## src/rtl/psinr_status_sink_if.sv

```systemverilog
// psinr_status_sink_if: bundles the snooped cfg handshake, the three status
// streams and the per-job report / counter outputs of psinr_status_sink.
// The slave modport is the sink's view; the master modport is the view of
// whatever drives the status streams and reads the report.
interface psinr_status_sink_if #(
    parameter int CNT_W = 16
) ();
    logic             comb_cfg_valid;
    logic             comb_cfg_ready;
    logic             comb_status_tvalid;
    logic [11:0]      comb_status_tdata;
    logic             comb_status_tready;
    logic             psinr_calc_status_tvalid;
    logic [9:0]       psinr_calc_status_tdata;
    logic             psinr_calc_status_tready;
    logic             psinr_out_status_tvalid;
    logic [6:0]       psinr_out_status_tdata;
    logic             psinr_out_status_tready;
    logic             rpt_valid;
    logic [1:0]       rpt_err;
    logic [11:0]      rpt_comb;
    logic [9:0]       rpt_calc;
    logic [6:0]       rpt_out;
    logic [CNT_W-1:0] ok_cnt;
    logic [CNT_W-1:0] err_cnt;

    modport slave (
        input  comb_cfg_valid, comb_cfg_ready,
        input  comb_status_tvalid, comb_status_tdata,
        output comb_status_tready,
        input  psinr_calc_status_tvalid, psinr_calc_status_tdata,
        output psinr_calc_status_tready,
        input  psinr_out_status_tvalid, psinr_out_status_tdata,
        output psinr_out_status_tready,
        output rpt_valid, rpt_err, rpt_comb, rpt_calc, rpt_out,
        output ok_cnt, err_cnt
    );

    modport master (
        output comb_cfg_valid, comb_cfg_ready,
        output comb_status_tvalid, comb_status_tdata,
        input  comb_status_tready,
        output psinr_calc_status_tvalid, psinr_calc_status_tdata,
        input  psinr_calc_status_tready,
        output psinr_out_status_tvalid, psinr_out_status_tdata,
        input  psinr_out_status_tready,
        input  rpt_valid, rpt_err, rpt_comb, rpt_calc, rpt_out,
        input  ok_cnt, err_cnt
    );
endinterface

```

## src/rtl/psinr_status_sink.sv

```systemverilog
// psinr_status_sink: tracks one PSINR job from the snooped cfg handshake
// through the comb, calc and out status beats (in that order), flags
// ordering / overlap / timeout problems, emits a one-cycle report and keeps
// saturating ok / error job counters.
module psinr_status_sink #(
    parameter int TMO_W   = 16,
    parameter int TMO_CYC = 4096,
    parameter int CNT_W   = 16
) (
    input  logic                clk,
    input  logic                arst_n,
    psinr_status_sink_if.slave  bus
);
    typedef enum logic [2:0] {
        ST_IDLE   = 3'd0,
        ST_W_COMB = 3'd1,
        ST_W_CALC = 3'd2,
        ST_W_OUT  = 3'd3,
        ST_REPORT = 3'd4
    } state_t;

    localparam logic [TMO_W-1:0] TMO_LAST = TMO_W'(TMO_CYC - 1);

    // Saturating +1 for the job counters.
    function automatic logic [CNT_W-1:0] sat_inc(input logic [CNT_W-1:0] v);
        if (v == {CNT_W{1'b1}}) begin
            sat_inc = v;
        end else begin
            sat_inc = v + {{(CNT_W-1){1'b0}}, 1'b1};
        end
    endfunction

    state_t           state_r, state_next_s;
    logic [TMO_W-1:0] timer_r, timer_next_s;
    logic [1:0]       err_r, err_next_s;
    logic [11:0]      comb_r;
    logic [9:0]       calc_r;
    logic [6:0]       out_r;
    logic             rpt_valid_r;
    logic             tready_r;
    logic [CNT_W-1:0] ok_cnt_r, err_cnt_r;

    logic cfg_hs_s, comb_beat_s, calc_beat_s, out_beat_s;
    logic job_start_s, in_wait_s, exp_s, unexp_s;
    logic cap_comb_s, cap_calc_s, cap_out_s;
    state_t adv_state_s;

    // A beat counts only when the sink is offering tready; cfg is snooped.
    assign cfg_hs_s    = bus.comb_cfg_valid & bus.comb_cfg_ready;
    assign comb_beat_s = bus.comb_status_tvalid & tready_r;
    assign calc_beat_s = bus.psinr_calc_status_tvalid & tready_r;
    assign out_beat_s  = bus.psinr_out_status_tvalid & tready_r;

    // Next-state, error, timer and capture decisions.
    always_comb begin
        state_next_s = state_r;
        err_next_s   = err_r;
        timer_next_s = timer_r;
        job_start_s  = 1'b0;
        in_wait_s    = 1'b0;
        exp_s        = 1'b0;
        unexp_s      = 1'b0;
        adv_state_s  = state_r;
        cap_comb_s   = 1'b0;
        cap_calc_s   = 1'b0;
        cap_out_s    = 1'b0;

        case (state_r)
            ST_IDLE: begin
                // Beats in IDLE are consumed and dropped.
                if (cfg_hs_s) begin
                    job_start_s = 1'b1;
                end else begin
                    job_start_s = 1'b0;
                end
            end
            ST_W_COMB: begin
                in_wait_s   = 1'b1;
                exp_s       = comb_beat_s;
                unexp_s     = calc_beat_s | out_beat_s;
                adv_state_s = ST_W_CALC;
                cap_comb_s  = comb_beat_s;
            end
            ST_W_CALC: begin
                in_wait_s   = 1'b1;
                exp_s       = calc_beat_s;
                unexp_s     = comb_beat_s | out_beat_s;
                adv_state_s = ST_W_OUT;
                cap_calc_s  = calc_beat_s;
            end
            ST_W_OUT: begin
                in_wait_s   = 1'b1;
                exp_s       = out_beat_s;
                unexp_s     = comb_beat_s | calc_beat_s;
                adv_state_s = ST_REPORT;
                cap_out_s   = out_beat_s;
            end
            ST_REPORT: begin
                // cfg handshakes here are ignored, not treated as overlap.
                state_next_s = ST_IDLE;
            end
            default: begin
                state_next_s = ST_IDLE;
            end
        endcase

        if (job_start_s) begin
            state_next_s = ST_W_COMB;
            err_next_s   = 2'd0;
            timer_next_s = {TMO_W{1'b0}};
        end else if (in_wait_s) begin
            // First error wins; a timeout below overrides it.
            if (err_r != 2'd0) begin
                err_next_s = err_r;
            end else if (unexp_s) begin
                err_next_s = 2'd2;
            end else if (cfg_hs_s) begin
                err_next_s = 2'd3;
            end else begin
                err_next_s = err_r;
            end
            // The expected beat beats a same-cycle timeout.
            if (exp_s) begin
                state_next_s = adv_state_s;
                timer_next_s = {TMO_W{1'b0}};
            end else if (timer_r == TMO_LAST) begin
                err_next_s   = 2'd1;
                state_next_s = ST_REPORT;
                timer_next_s = {TMO_W{1'b0}};
            end else begin
                timer_next_s = timer_r + {{(TMO_W-1){1'b0}}, 1'b1};
            end
        end else begin
            timer_next_s = timer_r;
        end
    end

    // FSM state, timer and error register.
    always_ff @(posedge clk or negedge arst_n) begin
        if (!arst_n) begin
            state_r <= ST_IDLE;
            timer_r <= {TMO_W{1'b0}};
            err_r   <= 2'd0;
        end else begin
            state_r <= state_next_s;
            timer_r <= timer_next_s;
            err_r   <= err_next_s;
        end
    end

    // Captured payloads: cleared at job start, held until the next job.
    always_ff @(posedge clk or negedge arst_n) begin
        if (!arst_n) begin
            comb_r <= 12'd0;
            calc_r <= 10'd0;
            out_r  <= 7'd0;
        end else if (job_start_s) begin
            comb_r <= 12'd0;
            calc_r <= 10'd0;
            out_r  <= 7'd0;
        end else begin
            if (cap_comb_s) comb_r <= bus.comb_status_tdata;
            if (cap_calc_s) calc_r <= bus.psinr_calc_status_tdata;
            if (cap_out_s)  out_r  <= bus.psinr_out_status_tdata;
        end
    end

    // Registered report strobe and ready; ready drops only for REPORT.
    always_ff @(posedge clk or negedge arst_n) begin
        if (!arst_n) begin
            rpt_valid_r <= 1'b0;
            tready_r    <= 1'b0;
        end else begin
            rpt_valid_r <= (state_next_s == ST_REPORT);
            tready_r    <= (state_next_s != ST_REPORT);
        end
    end

    // Job counters bump on entry to REPORT so they line up with rpt_valid.
    always_ff @(posedge clk or negedge arst_n) begin
        if (!arst_n) begin
            ok_cnt_r  <= {CNT_W{1'b0}};
            err_cnt_r <= {CNT_W{1'b0}};
        end else if (state_next_s == ST_REPORT && state_r != ST_REPORT) begin
            if (err_next_s == 2'd0) begin
                ok_cnt_r <= sat_inc(ok_cnt_r);
            end else begin
                err_cnt_r <= sat_inc(err_cnt_r);
            end
        end else begin
            ok_cnt_r  <= ok_cnt_r;
            err_cnt_r <= err_cnt_r;
        end
    end

    assign bus.comb_status_tready       = tready_r;
    assign bus.psinr_calc_status_tready = tready_r;
    assign bus.psinr_out_status_tready  = tready_r;
    assign bus.rpt_valid                = rpt_valid_r;
    assign bus.rpt_err                  = err_r;
    assign bus.rpt_comb                 = comb_r;
    assign bus.rpt_calc                 = calc_r;
    assign bus.rpt_out                  = out_r;
    assign bus.ok_cnt                   = ok_cnt_r;
    assign bus.err_cnt                  = err_cnt_r;
endmodule

```

## src/flat_wrapper.sv

```systemverilog
// flat-port wrapper written by rule: the top's interface ports become plain ports
module psinr_status_sink_flat 
#(
    parameter int TMO_W   = 16,
    parameter int TMO_CYC = 4096,
    parameter int CNT_W   = 16
)
  (clk, arst_n, bus_comb_cfg_valid, bus_comb_cfg_ready, bus_comb_status_tvalid, bus_comb_status_tdata, bus_comb_status_tready, bus_psinr_calc_status_tvalid, bus_psinr_calc_status_tdata, bus_psinr_calc_status_tready, bus_psinr_out_status_tvalid, bus_psinr_out_status_tdata, bus_psinr_out_status_tready, bus_rpt_valid, bus_rpt_err, bus_rpt_comb, bus_rpt_calc, bus_rpt_out, bus_ok_cnt, bus_err_cnt);
  psinr_status_sink_if #(.CNT_W(CNT_W)) bus_i ();
  input  logic clk;
  input  logic arst_n;
  input wire logic [$bits(bus_i.comb_cfg_valid)-1:0] bus_comb_cfg_valid;
  input wire logic [$bits(bus_i.comb_cfg_ready)-1:0] bus_comb_cfg_ready;
  input wire logic [$bits(bus_i.comb_status_tvalid)-1:0] bus_comb_status_tvalid;
  input wire logic [$bits(bus_i.comb_status_tdata)-1:0] bus_comb_status_tdata;
  output wire logic [$bits(bus_i.comb_status_tready)-1:0] bus_comb_status_tready;
  input wire logic [$bits(bus_i.psinr_calc_status_tvalid)-1:0] bus_psinr_calc_status_tvalid;
  input wire logic [$bits(bus_i.psinr_calc_status_tdata)-1:0] bus_psinr_calc_status_tdata;
  output wire logic [$bits(bus_i.psinr_calc_status_tready)-1:0] bus_psinr_calc_status_tready;
  input wire logic [$bits(bus_i.psinr_out_status_tvalid)-1:0] bus_psinr_out_status_tvalid;
  input wire logic [$bits(bus_i.psinr_out_status_tdata)-1:0] bus_psinr_out_status_tdata;
  output wire logic [$bits(bus_i.psinr_out_status_tready)-1:0] bus_psinr_out_status_tready;
  output wire logic [$bits(bus_i.rpt_valid)-1:0] bus_rpt_valid;
  output wire logic [$bits(bus_i.rpt_err)-1:0] bus_rpt_err;
  output wire logic [$bits(bus_i.rpt_comb)-1:0] bus_rpt_comb;
  output wire logic [$bits(bus_i.rpt_calc)-1:0] bus_rpt_calc;
  output wire logic [$bits(bus_i.rpt_out)-1:0] bus_rpt_out;
  output wire logic [$bits(bus_i.ok_cnt)-1:0] bus_ok_cnt;
  output wire logic [$bits(bus_i.err_cnt)-1:0] bus_err_cnt;
  assign bus_i.comb_cfg_valid = bus_comb_cfg_valid;
  assign bus_i.comb_cfg_ready = bus_comb_cfg_ready;
  assign bus_i.comb_status_tvalid = bus_comb_status_tvalid;
  assign bus_i.comb_status_tdata = bus_comb_status_tdata;
  assign bus_comb_status_tready = bus_i.comb_status_tready;
  assign bus_i.psinr_calc_status_tvalid = bus_psinr_calc_status_tvalid;
  assign bus_i.psinr_calc_status_tdata = bus_psinr_calc_status_tdata;
  assign bus_psinr_calc_status_tready = bus_i.psinr_calc_status_tready;
  assign bus_i.psinr_out_status_tvalid = bus_psinr_out_status_tvalid;
  assign bus_i.psinr_out_status_tdata = bus_psinr_out_status_tdata;
  assign bus_psinr_out_status_tready = bus_i.psinr_out_status_tready;
  assign bus_rpt_valid = bus_i.rpt_valid;
  assign bus_rpt_err = bus_i.rpt_err;
  assign bus_rpt_comb = bus_i.rpt_comb;
  assign bus_rpt_calc = bus_i.rpt_calc;
  assign bus_rpt_out = bus_i.rpt_out;
  assign bus_ok_cnt = bus_i.ok_cnt;
  assign bus_err_cnt = bus_i.err_cnt;
  psinr_status_sink #(.TMO_W(TMO_W), .TMO_CYC(TMO_CYC), .CNT_W(CNT_W)) u_core (.clk(clk), .arst_n(arst_n), .bus(bus_i));
endmodule
```

## config.mk

```make
export PLATFORM = sky130hd
export DESIGN_NAME = psinr_status_sink_flat
export DESIGN_NICKNAME = d
export VERILOG_FILES = /design/src/rtl/psinr_status_sink_if.sv /design/src/rtl/psinr_status_sink.sv /design/src/flat_wrapper.sv
export SDC_FILE = /design/constraint.sdc
export NUM_CORES = 1
export LEC_CHECK = 0
export ABC_AREA = 1
export CAP_MARGIN = 10
export CORE_MARGIN = 10
export CORE_UTILIZATION = 45
export CTS_BUF_LIST = sky130_fd_sc_hd__clkbuf_8 sky130_fd_sc_hd__clkbuf_16
export CTS_CLUSTER_SIZE = 20
export DETAILED_ROUTE_END_ITERATION = 12
export PLACE_DENSITY = 0.83
export SLEW_MARGIN = 20
export SYNTH_ARGS = -nofsm -noshare
export SYNTH_HDL_FRONTEND = slang
export SYNTH_SLANG_ARGS = --single-unit
```

## constraint.sdc

```tcl
create_clock -name clk -period 2 [get_ports clk]
set_input_delay 0.4 -clock clk [delete_from_list [all_inputs] [get_ports clk]]
set_output_delay 0.4 -clock clk [all_outputs]
set_load 0.01 [all_outputs]
```

# [Word-level counts from Yosys, hierarchy flattened]
# Index checks and enable logic that the tools add are counted.
# Widths: inputs -> output; s select.
[word_totals] ff_bits=84 output_inout_bits=67 in_bits=36 elab_cells=75
[op_classes] muxes=31 add_sub_neg=3 n_bitwise=10 reduce_logical=12 eq_ne=9
[op_table] op="$mux 16" n=4
[op_table] op="$add 16x1->16 const B" n=3
[op_table] op="$eq 16x16->1 const B" n=2
[op_table] op="$mux 12" n=2
[op_table] op="$mux 10" n=2
[op_table] op="$eq 16x12->1 const B" n=1
[op_table] op="$mux 3" n=5
[op_table] op="$mux 2" n=7
[op_table] op="$mux 7" n=2
[op_table] op="$reduce_bool 2->1" n=5
[op_table] op="$pmux 3 s3" n=1
[op_table] op="$eq 3x2->1 const B" n=2
[op_table] op="$mux 1" n=6
[op_table] op="$ne 3x3->1 const B" n=2
[op_table] op="$pmux 1 s3" n=2
[op_table] op="$reduce_and 3->1" n=2
[op_table] op="$and 1x1->1" n=4
[op_table] op="$reduce_or 4->1" n=1
[op_table] op="$eq 3x1->1 const B" n=1
[op_table] op="$eq 3x3->1 const B" n=1
[op_table] op="$logic_not 3->1" n=1
[op_table] op="$not 1->1" n=3
[op_table] op="$or 1x1->1" n=3
[op_table] op="$reduce_or 3->1" n=1
[op_table] op="other kinds (2)" n=2

# [Logic depth before layout (Yosys ltp)]
[depth] ltp_word=12 mapped_depth=16 mapped_depth_nobuf=15

# [Worst setup path before layout]
# Ideal clock, no wire load.
[synth_path] path_type="register to register" start="reg u_core.ok_cnt_r[0] (netlist: u_core.bus.ok_cnt[0])" end="reg u_core.ok_cnt_r[15] (netlist: u_core.bus.ok_cnt[15])" setup_slack_ns=0.088 arrival_time_ns=1.846 t_required_ns=1.934 period_less_slack_ns=1.912 path_buffers=1 path_stages_with_launch=11 setup_time_ns=0.066 path_cell_list="dfrtp_1 > ha_1 > nand3_1 > nor2_1 > nand2_1 > nor3_1 > a21oi_4 > nand3_4 > buf_2 > nand2_1 > nand2_1"
[synth_between] elab_chain_cells=3 word_cells_on_any_way=4 cone_classes="1 x add/sub; 1 x eq/ne; 1 x bitwise; 1 x reduce/logical"
[synth_rtl] item="start: declaration" line_no="psinr_status_sink.sv:41" rtl="logic [CNT_W-1:0] ok_cnt_r, err_cnt_r;"
[synth_rtl] item="start signal: assignment" line_no="psinr_status_sink.sv:182" rtl="ok_cnt_r <= {CNT_W{1'b0}};"
[synth_rtl] item="start signal: assignment" line_no="psinr_status_sink.sv:186" rtl="ok_cnt_r <= sat_inc(ok_cnt_r);"
[synth_rtl] item="start signal: assignment" line_no="psinr_status_sink.sv:191" rtl="ok_cnt_r <= ok_cnt_r;"
[synth_rtl] item="branches (longest 3 deep; another with $add 16x1->16)"
# Parallel ways; which one is timed is not known.
# A chain may end at the register's enable or synchronous reset.

# [Worst setup path after layout]
[layout_path] start="reg u_core.timer_r[0]" end="reg u_core.ok_cnt_r[2] (netlist: u_core.bus.ok_cnt[2])"
[layout_between] elab_chain_cells=8 word_cells_on_any_way=13 cone_classes="2 x eq/ne; 8 x mux; 3 x reduce/logical"
[layout_rtl] item="start: declaration" line_no="psinr_status_sink.sv:34" rtl="logic [TMO_W-1:0] timer_r, timer_next_s;"
[layout_rtl] item="start signal: assignment" line_no="psinr_status_sink.sv:142" rtl="timer_r <= {TMO_W{1'b0}};"
[layout_rtl] item="start signal: assignment" line_no="psinr_status_sink.sv:146" rtl="timer_r <= timer_next_s;"
[layout_rtl] item="$eq 16x12->1 (*)" line_no="psinr_status_sink.sv:126" rtl="end else if (timer_r == TMO_LAST) begin"
[layout_rtl] item="$mux 3" line_no="psinr_status_sink.sv:126"
[layout_rtl] item="$mux 3" line_no="psinr_status_sink.sv:123" rtl="if (exp_s) begin"
[layout_rtl] item="$mux 3" line_no="psinr_status_sink.sv:111" rtl="end else if (in_wait_s) begin"
[layout_rtl] item="$mux 3" line_no="psinr_status_sink.sv:107" rtl="if (job_start_s) begin"
[layout_rtl] item="$eq 3x3->1" line_no="psinr_status_sink.sv:184" rtl="end else if (state_next_s == ST_REPORT && state_r != ST_REPORT) begin"
[layout_rtl] item="$logic_and 1x1->1" line_no="psinr_status_sink.sv:184"
[layout_rtl] item="$reduce_and 3->1 (no line) (*)"
# Every way passes the cells marked *; elsewhere a longest branch is shown, timed or not.

==> results.sh <==
export IMPL_first_pass_iters=4
export IMPL_crit_required_ps=2250
export IMPL_gp_congestion=0.869
export IMPL_layout_drive_gt1_share_pct=15.4
export IMPL_ir_drop_mv=0.726
export IMPL_fmax_ghz=0.502
export IMPL_dr_first_iter_drc_count=287
export IMPL_rsz0062_at_grt="yes"
export IMPL_critPathSlowestCell="dfrtp_1"
export IMPL_htreeDepth=3
export IMPL_cts_sinks=84
export IMPL_hold_viol=0
export IMPL_crit_buf_inv=0
export IMPL_dp_hpwl_um=9120
export IMPL_start_util_pct=45.7
export IMPL_fp_dieW_um=119
export IMPL_drv_slew=0
export IMPL_worst_slew_pin_slew_ps=390
export IMPL_area_growth_pct=40.0
export IMPL_r2r_cells=12
export IMPL_maxSlewHeadroom_pct=73.8
export IMPL_diodes=0
export IMPL_grt_overflow=0
export IMPL_critical_path_arrival_ps=2240
export IMPL_syn_num_nets=578
export IMPL_post_route_util_pct=64.0
export IMPL_grt_pass1_wl_um=21000
export IMPL_wl_per_cell_um=15.3
export IMPL_fp_dieH_um=119
export IMPL_worstSkewPairLatency_ps=350
export IMPL_synth_area_um2=4420
export IMPL_p_per_area_nw_per_um2=1170
export IMPL_grt_pass1_vias=4392
export IMPL_antenna_found_initial=0
export IMPL_hold_class="input pin to async pin"
export IMPL_ioPinCount=103
export IMPL_dieArea_um2=14200
export IMPL_synth_edf_count=0
export IMPL_critPathMaxStageDelay_ps=400
export IMPL_worst_path_dominant_cell_family="simple AND/OR/NAND/NOR gates"
export IMPL_crit_chain="ha_2 -> nand2_2 -> nor2_4 -> nand2_2 -> nor3_4 -> nand2_2 -> nand2_2 -> nand2_4 -> a21oi_4 -> nand3_4 -> nand2_2 -> nand2_1"
export IMPL_r2r_end="u_core.bus.ok_cnt[2]$_DFFE_PN0P_"
export IMPL_finalSetupViolations=0
export IMPL_ys_ff_latch=84
export IMPL_drt_total_wl_um=12600
export IMPL_regToRegSetupSlack_ps=7
export IMPL_fin_tns_setup_ps=0
export IMPL_crit_cells=12
export IMPL_cp_start_kind="register"
export IMPL_fin_area_um2=6200
export IMPL_synth_flop_cell="dfrtp_1"
export IMPL_cts_tree="built"
export IMPL_cts_root_buffer="clkbuf_8"
export IMPL_grt_max_degree=43
export IMPL_leakagePower_nw=2.96
export IMPL_fin_crit_ps=1990
export IMPL_cp_max_fo=8
export IMPL_grt_use_total_pct=17.5
export IMPL_cp_common_cell="nand2_2"
export IMPL_cts_path_max_buffers=2
export IMPL_synthDistinctLibCells=36
export IMPL_status="complete, no violations"
export IMPL_postRouteAntennaNets=0
export IMPL_synthCells=539
export IMPL_crit_type="register to register"
export IMPL_syn_avg_cell_area_um2=8.21
export IMPL_drc_errors=0
export IMPL_port_buffers=102
export IMPL_coreArea_um2=9680
export IMPL_r2r_start="u_core.timer_r[0]$_DFFE_PN0P_"
export IMPL_vias_per_cell=5.13
export IMPL_endpoint_kind="register"
export IMPL_num_vias=4213
export IMPL_period_share_pct=99.6
export IMPL_rows=36
export IMPL_clk_pin_slew_worst_paths_ps=90
export IMPL_dpl_cell_area_um2=5810
export IMPL_async_reset_ff_share_pct=100
export IMPL_ys_warn_count=0
export IMPL_fill_cells=798
export IMPL_maxCapViolCount=0
export IMPL_final_nets=722
export IMPL_skew_ps=8.91
export IMPL_seq_area_frac_synth_pct=47.5
export IMPL_cts_buffers=9
-- stage by stage --
step / cells / power (W) / setup WS [ps] / hold slack, ps
6_report: 821 / 0.00728 / 7.48 / 486
5_1_grt: 821 / 0.00774 / -125 / 503
4_1_cts: 817 / 0.00723 / -50.3 / 481
3_5_place_dp: 794 / 0.00577 / -255 / 317
3_3_place_gp: 794 / 0.00564 / -188 / 319
2_1_floorplan: 539 / 0.00422 / 88.1 / 104
-- sequential cells by signal (all words and copies together) (netlist names) --
name	count
u_core.bus.comb_status_tready	1
u_core.bus.err_cnt	16
u_core.bus.ok_cnt	16
u_core.bus.rpt_calc	10
u_core.bus.rpt_comb	12
u_core.bus.rpt_err	2
u_core.bus.rpt_out	7
u_core.bus.rpt_valid	1
u_core.state_r	3
u_core.timer_r	16
-- where the power goes --
part,internal (W),switching [W]
Combinational,0.00156,0.00196
Sequential,0.00211,0.000317
Clock,0.000699,0.000630
Total,0.00437,0.00291
-- layout by cell type (no fill, tap or decap), types with 4 or more instances in the layout --
master | netlist | layout
buf_4 | 3 | 44
dfrtp_1 | 84 | 84
xnor2_1 | 15 | 15
nand3_1 | 85 | 85
inv_1 | 30 | 30
clkbuf_8 | 0 | 9
clkdlybuf4s50_1 | 0 | 101
nand2_2 | 8 | 17
nand2_1 | 162 | 153
nand4_1 | 20 | 20
a21oi_1 | 10 | 10
nor2_4 | 3 | 5
nor3_1 | 12 | 12
nor4_1 | 4 | 4
nor2_1 | 37 | 36
xor2_1 | 17 | 17
-- synthesized netlist by cell type (4+ instances only) --
cell	number	area (um^2)
inv_1	30	113
nor3_1	12	60.1
xnor2_1	15	131
nor2_1	37	139
dfrtp_1	84	2100
nand4_1	20	125
nor4_1	4	25.0
nand2_4	4	45.0
nand2_1	162	608
xor2_1	17	149
nand2_2	8	50.1
nand3_1	85	425
clkbuf_1	8	30.0
buf_2	6	30.0
nor2_2	4	25.0
a21oi_1	10	50.1
-- cells by family after synthesis --
family | Yosys count | synth area share, %
XOR/XNOR | 32 | 6.33
AO/OA/AOI/OAI | 21 | 3.20
buffers and inverters | 51 | 4.92
adder cells (fa/ha/maj) | 3 | 0.849
AND/OR/NAND/NOR | 348 | 37.2
flip-flops | 84 | 47.5
-- how the worst max path moves through the flow --
stage                                          start                                  to  slack (ps)
floorplan           u_core.bus.ok_cnt[0]$_DFFE_PN0P_   u_core.bus.ok_cnt[15]$_DFFE_PN0P_          90
global placement        bus_psinr_calc_status_tvalid   u_core.bus.err_cnt[8]$_DFFE_PN0P_        -190
CTS                    u_core.timer_r[1]$_DFFE_PN0P_   u_core.bus.ok_cnt[15]$_DFFE_PN0P_         -50
global route           u_core.timer_r[0]$_DFFE_PN0P_   u_core.bus.ok_cnt[12]$_DFFE_PN0P_        -120
finish                 u_core.timer_r[0]$_DFFE_PN0P_    u_core.bus.ok_cnt[2]$_DFFE_PN0P_           7
detailed placement      bus_psinr_calc_status_tvalid  u_core.bus.err_cnt[13]$_DFFE_PN0P_        -250
-- what timing repair did --
item	CTS	global route
endpoints found under the setup margin	32	42
endpoints found under the hold margin	20	0
setup buffers	5	4
pin swaps	11	11
hold buffers	1	0
gates cloned	1	0
resized for setup	9	11
-- area by class of cell --
cell class	count	area [um^2]	area share, %
clock buffer	9	124	2.00
clock inverter	7	91.3	1.47
timing repair buffer	150	1410	22.8
multi-input combinational	405	2170	35.1
tap	133	166	2.69
inverter	33	124	2.00
sequential	84	2100	33.9
-- metal layers --
layer | track usage [%] | part of all wire, % | vias to the layer above
met2 | 30.8 | 51 | 122
met5 | 0 | 0 | -
met1 | 20.7 | 42 | 2016
met4 | 4.73 | 1.6 | 0
met3 | 4.20 | 5.7 | 18
li1 | - | - | 2057
Note: power is estimated with default switching activity, not from simulation.
